<file path="config.mk">
export PLATFORM = sky130hd
export DESIGN_NAME = multiplexer_n_2to1_arbiter
export DESIGN_NICKNAME = d
export VERILOG_FILES = /design/src/rtl/multiplexer_n_2to1_arbiter_pkg.sv /design/src/rtl/multiplexer_n_2to1_arbiter_mux.sv /design/src/rtl/multiplexer_n_2to1_arbiter.sv
export SDC_FILE = /design/constraint.sdc
export NUM_CORES = 1
export LEC_CHECK = 0
export CAP_MARGIN = 20
export CELL_PAD_IN_SITES_DETAIL_PLACEMENT = 0
export CELL_PAD_IN_SITES_GLOBAL_PLACEMENT = 1
export CORE_AREA = 2 2 39 41
export CTS_CLUSTER_SIZE = 30
export DETAILED_ROUTE_END_ITERATION = 8
export DIE_AREA = 0 0 41 43
export GPL_ROUTABILITY_DRIVEN = 0
export PLACE_DENSITY_LB_ADDON = 0.1
export SYNTH_ARGS = -nofsm -noshare
export SYNTH_HDL_FRONTEND = slang
export SYNTH_SLANG_ARGS = --single-unit
</file>
<file path="constraint.sdc">
create_clock -name clk -period 1.4 [get_ports clk]
set_input_delay 0.42 -clock clk [delete_from_list [all_inputs] [get_ports clk]]
set_output_delay 0.42 -clock clk [all_outputs]
set_load 0.03 [all_outputs]
</file>
<file path="src/rtl/multiplexer_n_2to1_arbiter_pkg.sv">
// Shared constants and helpers for the two-requester mux arbiter.
// Source indices, the reset value of the last-served tracker and the
// round-robin preference helper live here so the top and the bench agree.
package multiplexer_n_2to1_arbiter_pkg;

    localparam logic SRC_IN0      = 1'b0;
    localparam logic SRC_IN1      = 1'b1;

    // last_src resets to in1 so that in0 wins the first contention.
    localparam logic LAST_SRC_RST = SRC_IN1;

    // Under contention, round-robin favours the source not served last.
    function automatic logic other_src(input logic last_src);
        return (last_src == SRC_IN0) ? SRC_IN1 : SRC_IN0;
    endfunction

endpackage

</file>
<file path="src/rtl/multiplexer_n_2to1_arbiter_mux.sv">
// N+1 bit wide 2:1 multiplexer shared by both requesters.
// select = 0 passes in0, select = 1 passes in1.
module multiplexer_n_2to1 #(
    parameter int N = 2
) (
    input  logic [N:0] in0,
    input  logic [N:0] in1,
    input  logic       select,
    output logic [N:0] y
);

    // Pure datapath selection, no state.
    always_comb begin
        if (select) begin
            y = in1;
        end else begin
            y = in0;
        end
    end

endmodule

</file>
<file path="src/rtl/multiplexer_n_2to1_arbiter.sv">
// Two-requester valid/ready arbiter feeding one registered output stage
// through a shared multiplexer_n_2to1.
// Build option: define MUX_ARB_ROUND_ROBIN_EN for alternating grants under
// contention; left undefined, in0 always wins (fixed priority).
// The EMPTY/FULL state is carried by out_valid itself.
module multiplexer_n_2to1_arbiter
    import multiplexer_n_2to1_arbiter_pkg::*;
#(
    parameter int N = 2
) (
    input  logic       clk,
    input  logic       rst,
    input  logic       in0_valid,
    input  logic [N:0] in0_data,
    output logic       in0_ready,
    input  logic       in1_valid,
    input  logic [N:0] in1_data,
    output logic       in1_ready,
    output logic       out_valid,
    output logic [N:0] out_data,
    output logic       out_src,
    input  logic       out_ready
);

    logic       load_s;
    logic       grant0_s;
    logic       grant1_s;
    logic       grant_any_s;
    logic       contention_winner_s;
    logic [N:0] mux_data_s;

    logic       out_valid_r;
    logic [N:0] out_data_r;
    logic       out_src_r;
    logic       last_src_r;

`ifdef MUX_ARB_ROUND_ROBIN_EN
    assign contention_winner_s = other_src(last_src_r);
`else
    // last_src is still tracked in fixed-priority builds so both builds share
    // the same register behaviour; only the contention decision ignores it.
    logic unused_last_src_s;
    assign unused_last_src_s   = last_src_r;
    assign contention_winner_s = SRC_IN0;
`endif

    // Output register may take a new beat when empty or being drained.
    always_comb begin
        load_s = !out_valid_r || out_ready;
    end

    // Grant decision from the valids only; data never reaches control.
    always_comb begin
        grant0_s = 1'b0;
        grant1_s = 1'b0;
        case ({in1_valid, in0_valid})
            2'b01: begin
                grant0_s = 1'b1;
            end
            2'b10: begin
                grant1_s = 1'b1;
            end
            2'b11: begin
                if (contention_winner_s == SRC_IN1) begin
                    grant1_s = 1'b1;
                end else begin
                    grant0_s = 1'b1;
                end
            end
            default: begin
                grant0_s = 1'b0;
                grant1_s = 1'b0;
            end
        endcase
        grant_any_s = grant0_s || grant1_s;
    end

    // Handshake completes only when the output stage can load and not in reset.
    always_comb begin
        in0_ready = load_s && grant0_s && !rst;
        in1_ready = load_s && grant1_s && !rst;
    end

    multiplexer_n_2to1 #(
        .N (N)
    ) u_mux (
        .in0    (in0_data),
        .in1    (in1_data),
        .select (grant1_s),
        .y      (mux_data_s)
    );

    // Output stage: capture on grant, drain to empty without one, hold on stall.
    always_ff @(posedge clk) begin
        if (rst) begin
            out_valid_r <= 1'b0;
            out_data_r  <= {(N+1){1'b0}};
            out_src_r   <= SRC_IN0;
            last_src_r  <= LAST_SRC_RST;
        end else if (load_s) begin
            if (grant_any_s) begin
                out_valid_r <= 1'b1;
                out_data_r  <= mux_data_s;
                out_src_r   <= grant1_s ? SRC_IN1 : SRC_IN0;
                last_src_r  <= grant1_s ? SRC_IN1 : SRC_IN0;
            end else begin
                out_valid_r <= 1'b0;
            end
        end else begin
            out_valid_r <= out_valid_r;
            out_data_r  <= out_data_r;
            out_src_r   <= out_src_r;
            last_src_r  <= last_src_r;
        end
    end

    assign out_valid = out_valid_r;
    assign out_data  = out_data_r;
    assign out_src   = out_src_r;

endmodule

</file>
Word-level counts from Yosys, hierarchy flattened
Index checks and enable logic that the tools add are counted.
Widths: inputs -> output; s select.
{ "totals": {"out_inout_bits": 7, "rom_bits": 0, "input_bits": 11, "mem_bits_rw": 0, "latch_bits": 0, "regBits": 5, "mem_count": 0} }
{ "op_classes": {"n_lt_le_gt_ge": 0, "addsub": 0, "bitwise_logic": 0, "div": 0, "n_mux": 5, "shifts": 0, "reduce_logical": 10, "n_mul": 0, "eq_ne": 3} }
{ "ops": {"columns": ["op", "n"], "rows": [
  ["$eq 2x2->1 const B", 2],
  ["$logic_and 1x1->1", 4],
  ["$mux 1", 4],
  ["$mux 3", 1],
  ["$eq 2x1->1 const B", 1],
  ["$logic_not 1->1", 2],
  ["$logic_or 1x1->1", 2],
  ["$reduce_and 2->1", 1],
  ["$reduce_or 2->1", 1]
]} }

Longest topological paths before layout
Gate-level depths: netlist of run 1.
{ "depth": {"word_depth": 5, "depth_mapped": 3, "depth_no_buf": 3} }

Modules after synthesis
From an unflattened synthesis of run 1, not the netlist that was laid out.
{ "hier_totals": {"cells_unflattened": 26, "hier_area_um2": 249.0} }
{ "by_module_without_submodules": {"columns": ["mod", "area_per_inst_um2", "cells_each", "n_inst"], "rows": [
  ["multiplexer_n_2to1_arbiter", 215.2, 23, 1],
  ["multiplexer_n_2to1", 33.8, 3, 1]
]} }

Least setup slack after synthesis of run 1
OpenSTA, ideal clock, no wires.
{ "synth_path": {"kind": "input -> output", "startpoint": "in in1_valid", "endpoint": "out in1_ready", "stages": 2, "arrival_time_ps": 1379, "path_buffers": 0, "slack_ps": -399, "cell_sequence": "or2b_2 > nor3_1"} }
{ "synth_via": {"elab_chain_len": 4} }
{ "synth_lines": {"columns": ["element", "line_no", "text"], "rows": [
  ["start, declared", "multiplexer_n_2to1_arbiter.sv:16", "input logic in1_valid,"],
  ["$eq 2x2->1", "multiplexer_n_2to1_arbiter.sv:56", "case ({in1_valid, in0_valid})"],
  ["$mux 1", null, null],
  ["$logic_and 1x1->1 (2 in a row)", "multiplexer_n_2to1_arbiter.sv:81", "in1_ready = load_s && grant1_s && !rst;"],
  ["end, declared", "multiplexer_n_2to1_arbiter.sv:18", "output logic in1_ready,"]
]} }
Every way passes these cells.

Worst setup path in the final report of run 1
{ "layout_path": {"startpoint": "in in0_valid", "endpoint": "out in1_ready"} }
{ "layout_via": {"elab_chain_len": 4} }
{ "layout_lines": {"columns": ["element", "line_no", "text"], "rows": [
  ["start, declared", "multiplexer_n_2to1_arbiter.sv:13", "input logic in0_valid,"],
  ["$eq 2x2->1", "multiplexer_n_2to1_arbiter.sv:56", null],
  ["$mux 1", null, null],
  ["$logic_and 1x1->1 (2 in a row)", "multiplexer_n_2to1_arbiter.sv:81", null]
]} }
Every way passes these cells.

==> flow_summary.yaml, run 1 <==
status:
  status: "finished with violations"
  violations: "setup timing"
power:
  power.internal_w: 0.000344
  p_comb_frac: 0.321
  leakagePower_nw: 0.247
  sequentialPowerShare: 0.334
  sw_frac_of_total: 0.282
  power.switching_w: 0.000135
  report.power.total_w: 0.000479
  clkPwrFrac: 0.345
  ir_drop_v: 0.000476
  p_per_area_nw_per_um2: 880
yosys:
  synth_ff_type: "dfxtp_1"
  synthAdderAreaFrac: 0
  synth.distinct_cells: 13
  synth_cells: 26
  ys_seq_area_frac: 0.428
  synth_top_cell_area_share: 0.428
  syn_nets: 37
  yosys.area.top_type: "dfxtp_1"
  synthArstFlopShare: 0
  ys_ff_latch: 5
  synth-compound-area-share: 0.299
  yosysMostFrequentCell: "dfxtp_1"
  synth_commonest_cells: "dfxtp_1 (5), inv_1 (4), a221oi_1 (3)"
  synth_top_family_by_area: "compound AO/OA/AOI/OAI gates"
  synthTopCellsByArea: "dfxtp_1 (43%), a221oi_1 (11%), inv_1 (6.4%)"
  synth-edff-count: 0
  syn_area_um2: 234
  synth_simple_gate_area_frac: 0.209
  synth_xor_area_frac: 0
  yosysWarnings: 0
  avgSynthCellArea_um2: 9.00
  synthMuxAreaShare: 0
placement:
  hpwl_um: 575
  placed_cell_area_um2: 478
  port_buffers: 17
  dp.cells: 65
layout:
  nNetsFinal: 69
  antenna_cells: 0
  final_cells: 73
  area_delta_synth_final_pct: 133
  stdcell_area_um2: 544
  drive_gt1_frac: 0.509
worst_setup_path:
  cp_slowest_stage_delay_ps: 260
  crit_chain: "buf_8, or2b_4, nor3_4, buf_6"
  arrival_ps: 1110
  crit_slowest_cell: "or2b_4"
  cp-start-kind: "primary input"
  cp-end-kind: "output port"
  path_buf_inv: 2
  critPathRequiredTime_ps: 980
  worstPathMaxFanout: 3
  criticalPathCategory: "primary input to output port"
  crit_family: "simple AND/OR/NAND/NOR gates"
grt:
  grt_pass1_vias: 279
  antenna_found_initial: 0
  track_usage: 0.0995
  grt.overflow.total: 0
  gr-usage-met3: 0.0785
  grt_max_degree: 7
  grt-busiest-layer: "met2"
  use_met1: 0.119
  use_met2: 0.138
  grt_pass1_wl_um: 1130
detailed_routing:
  drt-total-wl_um: 738
  vias: 305
  drtIter0Drc: 2
  wire_per_inst_um: 10.1
  drt_pass1_iterations: 2
  drc: 0
  drtAntennaViolNets: 0
  viasPerCell: 4.18
timing:
  fin_crit_ps: 1530
  finalSetupViolCount: 2
  final_hold_viol_count: 0
  period_share: 1.09
  slew_violations: 0
  setup_tns_ps: -234
  rsz0062_at_grt: "yes"
  setup_slack_ps: -126
  fin_skew_ps: 3.07
  relSlewSlack: 0.769
  timing.hold.ws_ps: 457
  fmax_mhz: 655
  worst_pin_slew_ps: 343
clock_tree:
  hold_buffers: 0
  cts.clk_slew.worst_paths_ps: 40
  cts_buffer_depth: 2
  htreeDepth: 1
  worstSkewPairLatency_ps: 240
  cts.sinks: 5
  cts_tree: "done"
  cts-root-buf: "clkbuf_4"
  cts_made_buffers: 3
floorplan:
  die_w_um: 41
  core_area_um2: 1380
  die_y_um: 43
  initial_utilization: 0.169
  ioPinCount: 18
  die_area_um2: 1760
  fp-row-count: 14
job:
  maxCapViolCount: 0
hold_path:
  hold_class: "flip-flop to flip-flop"
## stage by stage
| stage | util | setup WS (ps) |
|---|---|---|
| finish | 0.393 | -126 |
| global route | 0.393 | -144 |
| CTS | 0.374 | -154 |
| detailed placement | 0.345 | -515 |
| global placement | 0.345 | -503 |
| floorplan | - | -20.5 |
## area by class of cell
cell class / instances / area, µm²
multi-input cells: 17 / 144
fillers: 150 / 840
flip-flops and latches: 5 / 104
repair buffers: 27 / 235
clock buffers: 4 / 26.3
inverters: 4 / 15.0
well taps: 16 / 20.0
## worst register-to-register path: cells and delay by family, from the launching register on
kind / cells / cell delay [ps]
AOI/OAI and AO/OA: 2 / 440
buffers and inverters: 1 / 140
DFF: 1 / 330
and+or+nand+nor: 1 / 60
## cells in the final DEF (no fill, tap or decap), drive strengths merged
cell type,n
a211oi,1
a21oi,2
a221oi,3
and2b,1
buf,20
clkbuf,4
clkdlybuf4s50,6
dfxtp,5
dlygate4sd2,1
inv,4
nand2b,1
nor2,2
nor3,2
o21ai,1
o22ai,2
o2bb2ai,1
or2b,1
## per-layer routing
metal | vias to the layer above | share of wire
met5 | - | 0
met4 | 0 | 0
met3 | 0 | 0.11
met2 | 12 | 0.49
met1 | 134 | 0.40
li1 | 159 | -
## path summary, 6_finish.rpt
kind	cells after the start	end	startpoint	slack, ps
worst min register to register	2	out_data[1]$_SDFFE_PP0P_	out_data[1]$_SDFFE_PP0P_	460
worst min-delay path	2	out_data[1]$_SDFFE_PP0P_	out_data[1]$_SDFFE_PP0P_	460
worst max-delay path	4	in1_ready	in0_valid	-130
worst max register to register	4	out_data[2]$_SDFFE_PP0P_	out_valid$_SDFFE_PP0P_	340
## power groups by stage
stage | Sequential, W | Clock [W] | Combinational, W
floorplan | 0.000188 | 0 | 0.0000421
global placement | 0.000165 | 0 | 0.000140
detailed placement | 0.000165 | 0 | 0.000142
CTS | 0.000160 | 0.000174 | 0.000147
global route | 0.000161 | 0.000189 | 0.000164
finish | 0.000160 | 0.000165 | 0.000154
## state kept, by name, indices dropped and copies added (netlist names)
signal     count
out_src        1
out_data       3
out_valid      1
## cells by family (layout without fill, tap and decap cells)
family / Yosys count / after routing
flops: 5 / 5
simple gates: 7 / 7
buf+inv: 4 / 35
compound gates: 10 / 10
## timing repair
item	4_1_cts	5_1_grt
pin swaps	2	1
setup buffers	1	3
resized for setup	18	1
endpoints found under the setup margin	5	2
(Power assumes the default switching activity.)
==> inputs of run 2 (changes only) <==
--- a/config.mk
+++ b/config.mk
@@ -14,6 +14,7 @@
 export DIE_AREA = 0 0 41 43
 export GPL_ROUTABILITY_DRIVEN = 0
 export PLACE_DENSITY_LB_ADDON = 0.1
+export REMOVE_ABC_BUFFERS = 1
 export SYNTH_ARGS = -nofsm -noshare
 export SYNTH_HDL_FRONTEND = slang
 export SYNTH_SLANG_ARGS = --single-unit
==> constraint.sdc (replaced) <==
create_clock -name clk -period 1.69 [get_ports clk]
set_input_delay 0.507 -clock clk [delete_from_list [all_inputs] [get_ports clk]]
set_output_delay 0.507 -clock clk [all_outputs]
set_load 0.03 [all_outputs]
==> flow_summary.yaml, run 2 (synthesis results as in run 1) <==
status:
  status: "complete, no violations"
worst_setup_path:
  criticalPathCategory: "primary input to output port"
  reg2reg_slack_ps: 720
  cp-start-kind: "primary input"
  r2r_cells: 4
  r2r_end: "out_data[1]$_SDFFE_PP0P_"
  arrival_ps: 1170
  worstPathMaxFanout: 2
  cp-end-kind: "output port"
  crit_chain: "buf_2, and2b_2, nor3_2, buf_4"
  setup.worst_path.end: "in1_ready"
  crit_cells: 4
  cp_slowest_stage_delay_ps: 230
  crit_family: "simple AND/OR/NAND/NOR gates"
  critPathRequiredTime_ps: 1180
  crit_slowest_cell: "and2b_2"
  path_buf_inv: 2
  cp-startpoint: "out_ready"
  r2r-start: "out_valid$_SDFFE_PP0P_"
clock_tree:
  cts_buffer_depth: 2
  htreeDepth: 1
  cts.clk_slew.worst_paths_ps: 50
  cts_made_buffers: 3
  cts-root-buf: "clkbuf_4"
  hold_buffers: 0
  worstSkewPairLatency_ps: 240
  cts_tree: "done"
  cts.sinks: 5
timing:
  relSlewSlack: 0.799
  finalSetupViolCount: 0
  setup_tns_ps: 0
  final_hold_viol_count: 0
  fin_skew_ps: 1.77
  rsz0062_at_grt: "no"
  fmax_mhz: 598
  fin_crit_ps: 1670
  slew_violations: 0
  timing.hold.ws_ps: 451
  period_share: 0.990
  worst_pin_slew_ps: 303
floorplan:
  initial_utilization: 0.169
  die_w_um: 41
  ioPinCount: 18
  core_area_um2: 1380
  fp-row-count: 14
  die_area_um2: 1760
  die_y_um: 43
layout:
  largest_reg_flops: 3
  area_delta_synth_final_pct: 118
  final_cell_mix: "buf_4 (10), clkdlybuf4s50_1 (6), dfxtp_1 (5), dlygate4sd2_1 (5), inv_1 (4)"
  antenna_cells: 0
  stdcell_area_um2: 509
  drive_gt1_frac: 0.411
  final_common_cell: "buf_4"
  nNetsFinal: 68
placement:
  placed_cell_area_um2: 479
  port_buffers: 17
  hpwl_um: 575
detailed_routing:
  drtAntennaViolNets: 0
  drtIter0Drc: 3
  drt_pass1_iterations: 2
  vias: 303
  drt-total-wl_um: 750
  drc: 0
  wire_per_inst_um: 10.4
  viasPerCell: 4.21
grt:
  grt_pass1_vias: 296
  antenna_found_initial: 0
  grt_pass1_wl_um: 1070
  grt.overflow.total: 0
  grt_max_degree: 7
  track_usage: 0.0964
hold_path:
  hold_class: "flip-flop to flip-flop"
power:
  ir_drop_v: 0.000332
  p_per_area_nw_per_um2: 761
  leakagePower_nw: 0.242
job:
  maxCapViolCount: 0
==> run 2: changes by cell type in the layout (fill, tap and decap cells not counted), sizes merged <==
cell,previous run,this run
buf,20,14
dlygate4sd2,1,5
clkbuf,4,5
==> run 2: what timing repair did <==
item,CTS,global route
gates resized for setup,22,2
setup endpoints to repair,7,2
buffers inserted,1,0
pin swaps,2,2
==> run 2: layer usage <==
metal	track usage	wire length, µm
met5	0	0
met4	0.100	12
met3	0.0314	53
met2	0.156	397
met1	0.0804	286
==> run 2: worst min-delay path by stage <==
stage	depth (start not counted)	end	from
floorplan	1	out_valid$_SDFFE_PP0P_	rst
global placement	2	out_data[2]$_SDFFE_PP0P_	out_data[2]$_SDFFE_PP0P_
detailed placement	2	out_data[2]$_SDFFE_PP0P_	out_data[2]$_SDFFE_PP0P_
CTS	2	out_data[2]$_SDFFE_PP0P_	out_data[2]$_SDFFE_PP0P_
global route	2	out_data[2]$_SDFFE_PP0P_	out_data[2]$_SDFFE_PP0P_
finish	2	out_data[2]$_SDFFE_PP0P_	out_data[2]$_SDFFE_PP0P_
==> run 2: layout make-up <==
type	instances	area (µm²)
Inverter	4	15.0
Clock buffer	4	26.3
Tap cell	16	20.0
Fill cell	161	875
Sequential cell	5	100
Timing Repair Buffer	26	216
Multi-Input combinational cell	17	131
==> run 2: worst min-delay path: stages, from the launching register on <==
cell      delay [ps]
dfxtp_1          300
inv_1             40
a221oi_1          60
==> run 2: per-stage QoR <==
step	power (W)	std cells	setup slack [ps]	util
after floorplan	0.000185	26	-283	-
after global placement	0.000254	67	-440	0.346
after CTS	0.000395	72	2.32	0.371
final	0.000388	72	16.7	0.368
after detailed placement	0.000254	67	-450	0.346
after global routing	0.000409	72	5.11	0.368
==> run 2: report_power, final <==
group	switching (W)	total [W]	internal [W]
registers	0.00000530	0.000133	0.000128
clock network	0.0000515	0.000141	0.0000894
logic	0.0000542	0.000113	0.0000590
